[src/rtl/strobe_sync_rx.sv]
// Multi-channel toggle-strobe receiver: synchronises per-channel request toggles,
// holds one word per channel and round-robins them into a single ready/valid output.
// Define STROBE_DUP_EN to add out_strobe_dup, three preserved copies of out_strobe.
module strobe_sync_rx #(
    parameter int CHANNELS    = 4,
    parameter int WIDTH       = 8,
    parameter int SYNC_STAGES = 2
) (
    input  logic                      clk,
    input  logic                      rst,
    input  logic [CHANNELS-1:0]       req_tgl,
    input  logic [CHANNELS*WIDTH-1:0] req_data,
    output logic [CHANNELS-1:0]       ack_tgl,
    output logic                      out_valid,
    input  logic                      out_ready,
    output logic [WIDTH-1:0]          out_data,
    output logic [2:0]                out_chan,
    output logic                      out_strobe,
`ifdef STROBE_DUP_EN
    output logic [2:0]                out_strobe_dup,
`endif
    output logic [CHANNELS-1:0]       overrun,
    input  logic                      overrun_clr
);

    localparam int CW = (CHANNELS > 1) ? $clog2(CHANNELS) : 1;

    typedef enum logic {IDLE, HELD} ch_state_e;

    ch_state_e                state_q [CHANNELS];
    ch_state_e                state_d [CHANNELS];
    logic [SYNC_STAGES-1:0]   sync_q  [CHANNELS];
    logic [SYNC_STAGES-1:0]   sync_d  [CHANNELS];
    logic [WIDTH-1:0]         hold_q  [CHANNELS];
    logic [WIDTH-1:0]         hold_d  [CHANNELS];
    logic [CHANNELS-1:0]      ref_q, ref_d, ack_q, ack_d, ovr_q, ovr_d;
    logic [CHANNELS-1:0]      evt, xfer;
    logic [CW-1:0]            last_q, last_d, grant;
    logic                     any_pend, load;
    logic                     out_valid_q, out_valid_d, strobe_q, strobe_d;
    logic [WIDTH-1:0]         out_data_q, out_data_d;
    logic [2:0]               out_chan_q, out_chan_d;

    // Round-robin search starts one past the last grant.
    always_comb begin
        any_pend = 1'b0;
        grant    = last_q;
        for (int i = 1; i <= CHANNELS; i++) begin
            if (!any_pend && state_q[(int'(last_q) + i) % CHANNELS] == HELD) begin
                grant    = CW'((int'(last_q) + i) % CHANNELS);
                any_pend = 1'b1;
            end
        end
        load = (!out_valid_q || out_ready) && any_pend;
    end

    always_comb begin
        for (int c = 0; c < CHANNELS; c++) begin
            sync_d[c]  = {sync_q[c][SYNC_STAGES-2:0], req_tgl[c]};
            ref_d[c]   = sync_q[c][SYNC_STAGES-1];
            evt[c]     = sync_q[c][SYNC_STAGES-1] ^ ref_q[c];
            xfer[c]    = load && (grant == CW'(c));
            state_d[c] = state_q[c];
            hold_d[c]  = hold_q[c];
            ack_d[c]   = ack_q[c] ^ xfer[c];
            ovr_d[c]   = ovr_q[c] & ~overrun_clr;
            // A new event beats a simultaneous clear; an event during transfer refills the slot.
            if (evt[c]) begin
                if (state_q[c] == HELD && !xfer[c]) begin
                    ovr_d[c] = 1'b1;
                end else begin
                    state_d[c] = HELD;
                    hold_d[c]  = req_data[c*WIDTH +: WIDTH];
                end
            end else if (xfer[c]) begin
                state_d[c] = IDLE;
            end
        end
    end

    always_comb begin
        out_valid_d = out_valid_q;
        out_data_d  = out_data_q;
        out_chan_d  = out_chan_q;
        last_d      = last_q;
        strobe_d    = out_valid_q && out_ready;
        if (load) begin
            out_valid_d = 1'b1;
            out_data_d  = hold_q[grant];
            out_chan_d  = 3'(grant);
            last_d      = grant;
        end else if (out_ready) begin
            out_valid_d = 1'b0;
        end
    end

    always_ff @(posedge clk) begin
        if (rst) begin
            for (int c = 0; c < CHANNELS; c++) begin
                state_q[c] <= IDLE;
                sync_q[c]  <= '0;
                hold_q[c]  <= '0;
            end
            ref_q       <= '0;
            ack_q       <= '0;
            ovr_q       <= '0;
            last_q      <= CW'(CHANNELS - 1);
            out_valid_q <= 1'b0;
            out_data_q  <= '0;
            out_chan_q  <= '0;
            strobe_q    <= 1'b0;
        end else begin
            for (int c = 0; c < CHANNELS; c++) begin
                state_q[c] <= state_d[c];
                sync_q[c]  <= sync_d[c];
                hold_q[c]  <= hold_d[c];
            end
            ref_q       <= ref_d;
            ack_q       <= ack_d;
            ovr_q       <= ovr_d;
            last_q      <= last_d;
            out_valid_q <= out_valid_d;
            out_data_q  <= out_data_d;
            out_chan_q  <= out_chan_d;
            strobe_q    <= strobe_d;
        end
    end

    assign ack_tgl    = ack_q;
    assign overrun    = ovr_q;
    assign out_valid  = out_valid_q;
    assign out_data   = out_data_q;
    assign out_chan   = out_chan_q;
    assign out_strobe = strobe_q;

`ifdef STROBE_DUP_EN
    // Separate copies so each downstream load group gets its own driver.
    (* preserve_signal *) logic [2:0] strobe_dup_q;
    logic [2:0] strobe_dup_d;

    always_comb strobe_dup_d = {3{strobe_d}};

    always_ff @(posedge clk) begin
        if (rst) strobe_dup_q <= '0;
        else     strobe_dup_q <= strobe_dup_d;
    end

    assign out_strobe_dup = strobe_dup_q;
`endif

endmodule

[config.mk]
export PLATFORM = sky130hd
export DESIGN_NAME = strobe_sync_rx
export DESIGN_NICKNAME = d
export VERILOG_FILES = /design/src/rtl/strobe_sync_rx.sv
export SDC_FILE = /design/constraint.sdc
export NUM_CORES = 1
export LEC_CHECK = 0
export ABC_AREA = 1
export CORE_MARGIN = 2
export CORE_UTILIZATION = 35
export CTS_CLUSTER_DIAMETER = 50
export DETAILED_ROUTE_END_ITERATION = 10
export PLACE_DENSITY = 0.63
export REMOVE_ABC_BUFFERS = 1
export SYNTH_ARGS = -nofsm -noshare
export SYNTH_HDL_FRONTEND = slang
export SYNTH_SLANG_ARGS = --single-unit
[constraint.sdc]
create_clock -name clk -period 2.01 [get_ports clk]
set_input_delay 0.402 -clock clk [delete_from_list [all_inputs] [get_ports clk]]
set_output_delay 0.402 -clock clk [all_outputs]
set_load 0.05 [all_outputs]
* Word level (Yosys, flattened, before mapping)
Memories as Yosys holds them, arrays and structs flattened. A register that Yosys moved wholly into a read port is not among the register bits.
Cells that the tools add are included.
** Storage, ports and cells
- Input port bits :: 40
- Bits in registers :: 18
- RAM bits :: 44
- Memories :: 3
** Memory list
- hold_q :: depth 4, bits a word 8, rd ports 1, clocked after memory_dff 1, write ports 4, RTL line 34 : logic [WIDTH-1:0] hold_q [CHANNELS];
- sync_q :: depth 4, bits a word 2, rd ports 4, clocked after memory_dff 0, write ports 4, RTL line 32 : logic [SYNC_STAGES-1:0] sync_q [CHANNELS];
- state_q :: depth 4, bits a word 1, rd ports 8, clocked after memory_dff 0, write ports 4, RTL line 30 : ch_state_e state_q [CHANNELS];
** Cells by class
- Equal/unequal tests :: 11
- Add/sub/neg operators :: 4
- Muxes and demuxes :: 53
- Reduce and logical (&&, ||, !) cells :: 28
- Bitwise operators :: 25
** Operator list (count)
- two-way mux 8 bit :: 12
- two-way mux 1 bit :: 33
- two-way mux 2 bit :: 8
- logical AND 1 bit :: 13
- bitwise OR 1 bit :: 12
- AND reduction 3 bit :: 4
- zero test 1 bit :: 8
- inequality test 2 bit (second input constant) :: 4
- XOR 1 bit :: 8
- adder 2 x 1 -> 2 bit (second input constant) :: 2
- adder 2 bit (second input constant) :: 2
- bitwise AND 1 bit :: 4
- == test 2 bit (second input constant) :: 2
- inequality test 1 bit (second input constant) :: 4
- == test 2 x 1 -> 1 bit (second input constant) :: 1
- zero test 2 bit :: 1
- nonzero test 2 bit :: 1
- logical OR 1 bit :: 1
- inverter 1 bit :: 1

* Longest topological paths before layout
An unclocked memory read counts as a cell.
- Depth in word-level cells :: 19
- Gate-level depth with buffers :: 15
- Depth with buffers taken out :: 14

* Worst setup path after synthesis
No wires, ideal clock.
- Kind :: reg-to-reg
- Start :: register last_q[0]
- End :: memory hold_q[0][0], enable pin
- Period minus slack after synthesis :: 2.031 ns
- Setup slack :: -0.021 ns
- Required time :: 1.681 ns
- Data arrival time :: 1.702 ns
- Stages on the path, launching flop included :: 16
- Setup time :: 0.329 ns
- Path buffers :: 1
- Cells stage by stage :: dfxtp_1 > inv_2 > buf_6 > nand2_1 > nand2_2 > nand2_2 > nand2_4 > clkinv_2 > nand3_4 > nand2_4 > nand2_4 > nor2_8 > nand2_4 > nand2_4 > nand2_1 > nand2_1
** RTL lines
- start: declaration :: RTL line 38 : logic [CW-1:0] last_q, last_d, grant;
- start signal: assignment :: RTL line 107 : last_q <= CW'(CHANNELS - 1);
- start signal: assignment :: RTL line 121 : last_q <= last_d;
- end: declaration :: RTL line 34

==> flow_summary.rst <==
.. list-table::
   :header-rows: 1

   * - Metric
     - Value
   * - Relative slew margins
     - 65.3%
   * - Most common flop cell mapped by yosys
     - dfxtp_1
   * - Number of rows in the core area
     - 36
   * - FF-to-FF Start
     - last_q[0]
   * - Min-delay worst type
     - flip-flop to flip-flop
   * - Layout overhead on the synthesized area
     - 42.8%
   * - Sequential element share of the synthesized area
     - 50.7%
   * - Clock Skew
     - 0.0117 ns
   * - Bufs on Longest Clock Path
     - 2
   * - Die width
     - 104 um
   * - Number of port buffers
     - 59
   * - First-pass GRT wire length
     - 12,900 um
   * - Vias in the first global route
     - 2,769
   * - Critical path type
     - flip-flop to flip-flop
   * - Area used by multi-input combinational logic
     - 0.00153 mm2
   * - Finished Cell Area
     - 0.00496 mm2
   * - Portion of synthesized cell area occupied by the leading cell type
     - 27.6%
   * - Pwr dens
     - 1340 mW/mm2
   * - Detailed-route DRC error count
     - 0
   * - Post-synth top cells
     - nand2_1 (72), inv_1 (57), nand3_1 (55)
   * - Area of the core
     - 0.00968 mm2
   * - Largest driver fanout on the critical path
     - 8
   * - Top-count cell post-synth
     - nand2_1
   * - Number of inserted filler cells in the final layout
     - 900
   * - Outcome
     - completed
   * - Root buffer cell
     - clkbuf_8
   * - Num CTS Buffers
     - 9
   * - Cell-by-cell listing of the critical path
     - inv_6 -> nand2_1 -> nand2_2 -> nand2_4 -> nand2_8 -> nor2_4 -> nand3_4 -> nand2_8 -> nor2_4 -> nand2_2 -> nand2_4 -> buf_4 -> nand3_4 -> nor2_2
   * - Critical path origin
     - last_q[0]
   * - Final Hold Vio Count
     - 0
   * - Start point of the worst min-delay path
     - sync_q[0][0]
   * - Quantity of hold-fixing buffers added after cts
     - 0
   * - Final worst path period need
     - 2.00 ns
   * - Critical-path cell with the highest stage delay
     - dfxtp_4
   * - Number of antenna violations at the first check in global routing
     - 0
   * - Count of cell types in the netlist
     - 26
   * - Actual slew at the worst max-slew pin
     - 0.519 ns
   * - Req. time, crit path
     - 2.10 ns
   * - Clock transition at path regs
     - 0.07 ns
   * - Power, Total
     - 6.65 mW
   * - Achievable clock frequency
     - 500 MHz
   * - Area of the die
     - 0.0107 mm2
   * - Top area cells in the synthesized netlist
     - edfxtp_1 (28%), dfxtp_1 (23%), nand3_1 (7.9%)
   * - WHS Path Cells
     - 2
   * - Portion of the clock cycle consumed by the worst path in the final layout
     - 99.4%
   * - Netlist area before placement
     - 0.00348 mm2
   * - Setup crit end kind
     - flip-flop
   * - IR Drop Worst-Case VDD
     - 0.000451 V
   * - Pin count of the biggest net entering global routing
     - 27
   * - Largest stage delay on the critical path
     - 0.40 ns
   * - WP data arrival
     - 2.09 ns
   * - First-pass iteration count of the detailed router
     - 5
   * - Placed standard-cell area
     - 0.00448 mm2
   * - Final net count
     - 541
   * - Number of enable flip-flop cells after synthesis
     - 32
   * - Overall fraction of global-route tracks in use
     - 14.8%
   * - DP HPWL
     - 5930 um
   * - Insertion delay to the later sink of the worst-skew pair
     - 0.35 ns
   * - Vias after detailed routing
     - 2,901
   * - Die Span Y
     - 104 um
   * - Minimum setup slack in the final design
     - 0.0117 ns
   * - Total area of sequential cells
     - 0.00177 mm2
   * - Vias per Instance
     - 4.54
   * - Initial drt markers
     - 111
   * - Slew Limit Fails
     - 0
   * - Deepest level of the CTS H-tree
     - 3
   * - Fraction of final layout cells with drive strength greater than 1
     - 31.0%
   * - Weighted congestion at the end of routability-driven global placement
     - 0.950
   * - Startpoint class of the critical path
     - flip-flop
   * - Synth Instances
     - 400
   * - Post-synthesis register bit count
     - 72
   * - Clock tree from TritonCTS
     - built
   * - Max-capacitance violation count
     - 0
   * - Post-synthesis async set-or-reset flop share
     - 0%
   * - Largest area contributor in the synthesized netlist
     - edfxtp_1
   * - WL per Instance
     - 12.4 um
   * - Count of warnings emitted by yosys
     - 0
   * - Unrepaired setup endpoints after global routing
     - true
   * - Num Clock Sinks
     - 72
   * - Starting density of the core
     - 35.9%
   * - Syn_area_per_cell
     - 8.69 um2
   * - Total grt overflow
     - 0
   * - Number of nets still failing antenna checks after routing
     - 0
   * - Leakage power figure
     - 2.14 nW
   * - IO Count
     - 61
   * - Number of antenna repair diodes
     - 0
   * - Final routed wirelength across all metal layers
     - 7940 um
   * - DP Worst Slack
     - -0.151 ns
   * - Number of cells on the worst reg-to-reg path
     - 14
   * - Number of setup violations in the final report
     - 0
## report_power, final
part	internal, mW	switching, mW	leakage, nW
logic	1.34	2.01	1.35
clock network	0.826	0.545	0.119
registers	1.77	0.150	0.668
total	3.94	2.71	2.14
## flip-flops by register name, indices dropped and copies added, names as in the netlist, named ones only
name / cells
out_strobe: 1
out_valid: 1
state_q: 4
ack_tgl: 4
overrun: 4
sync_q: 8
last_q: 2
ref_q: 4
out_data: 8
hold_q: 32
out_chan: 2
## through the flow
| step | TNS [ns] | std cells | hold WS [ns] | util, % |
|---|---|---|---|---|
| final | 0 | 639 | 0.402 | 51.3 |
| after global routing | -3.53 | 639 | 0.439 | 51.3 |
| after CTS | 0 | 632 | 0.404 | 49.3 |
| after detailed placement | -5.30 | 613 | 0.393 | 46.3 |
| after global placement | -1.50 | 613 | 0.390 | 46.3 |
| after floorplan | -9.55 | 386 | 0.388 | - |
## critical path: cells and delay by family, from the launching register on
family        cells  cell delay, ns
flops             1            0.40
simple gates     12            1.15
buf+inv           2            0.19
## placed cells by master, fill, tap and decap left out, drive strengths merged
cell type,netlist,routed
o211ai,1,1
edfxtp,32,32
bufinv,0,3
nand2,94,94
clkinv,1,4
nand3,62,62
clkdlybuf4s50,0,59
clkinvlp,0,2
dfxtp,40,40
o21ai,12,12
o21bai,1,1
a21oi,22,22
clkbuf,5,9
conb,1,1
xnor2,4,4
nand3b,3,3
buf,9,45
inv,59,58
nor2,54,54
## layout make-up
class | count | share of cell area (%)
Sequential cell | 72 | 35.7
Multi-Input combinational cell | 254 | 30.8
Timing Repair Buffer | 104 | 20.4
Inverter | 60 | 4.79
Tap cell | 133 | 3.35
Clock buffer | 9 | 2.50
Clock inverter | 7 | 2.42
## path summary, 6_finish.rpt
kind	end	slack, ns
setup / recovery	hold_q[3][7]	0.01
hold / removal	sync_q[0][1]	0.40
setup reg to reg	hold_q[3][7]	0.01
hold reg to reg	sync_q[0][1]	0.40
## cells by family after synthesis
logic type / share of synthesized area [%]
AO/OA/AOI/OAI: 5.33
XOR/XNOR: 1.01
buffers and inverters: 8.78
flip-flops: 50.7
other: 0.108
AND/OR/NAND/NOR: 34.1
## timing repair
| action | in CTS | in global routing |
|---|---|---|
| pin swaps | 5 | 17 |
| buffers inserted | 3 | 8 |
| gates resized for setup | 9 | 38 |
| endpoints found under the setup margin | 78 | 55 |
## metal layers
metal / vias to the layer above / track usage, % / share of wire, %
met5: - / 0 / 0
li1: 1476 / - / -
met2: 71 / 25.2 / 50
met1: 1339 / 18.6 / 43
met3: 15 / 2.77 / 4.4
met4: 0 / 5.60 / 2.1
Power figures use the tool's default switching activity.
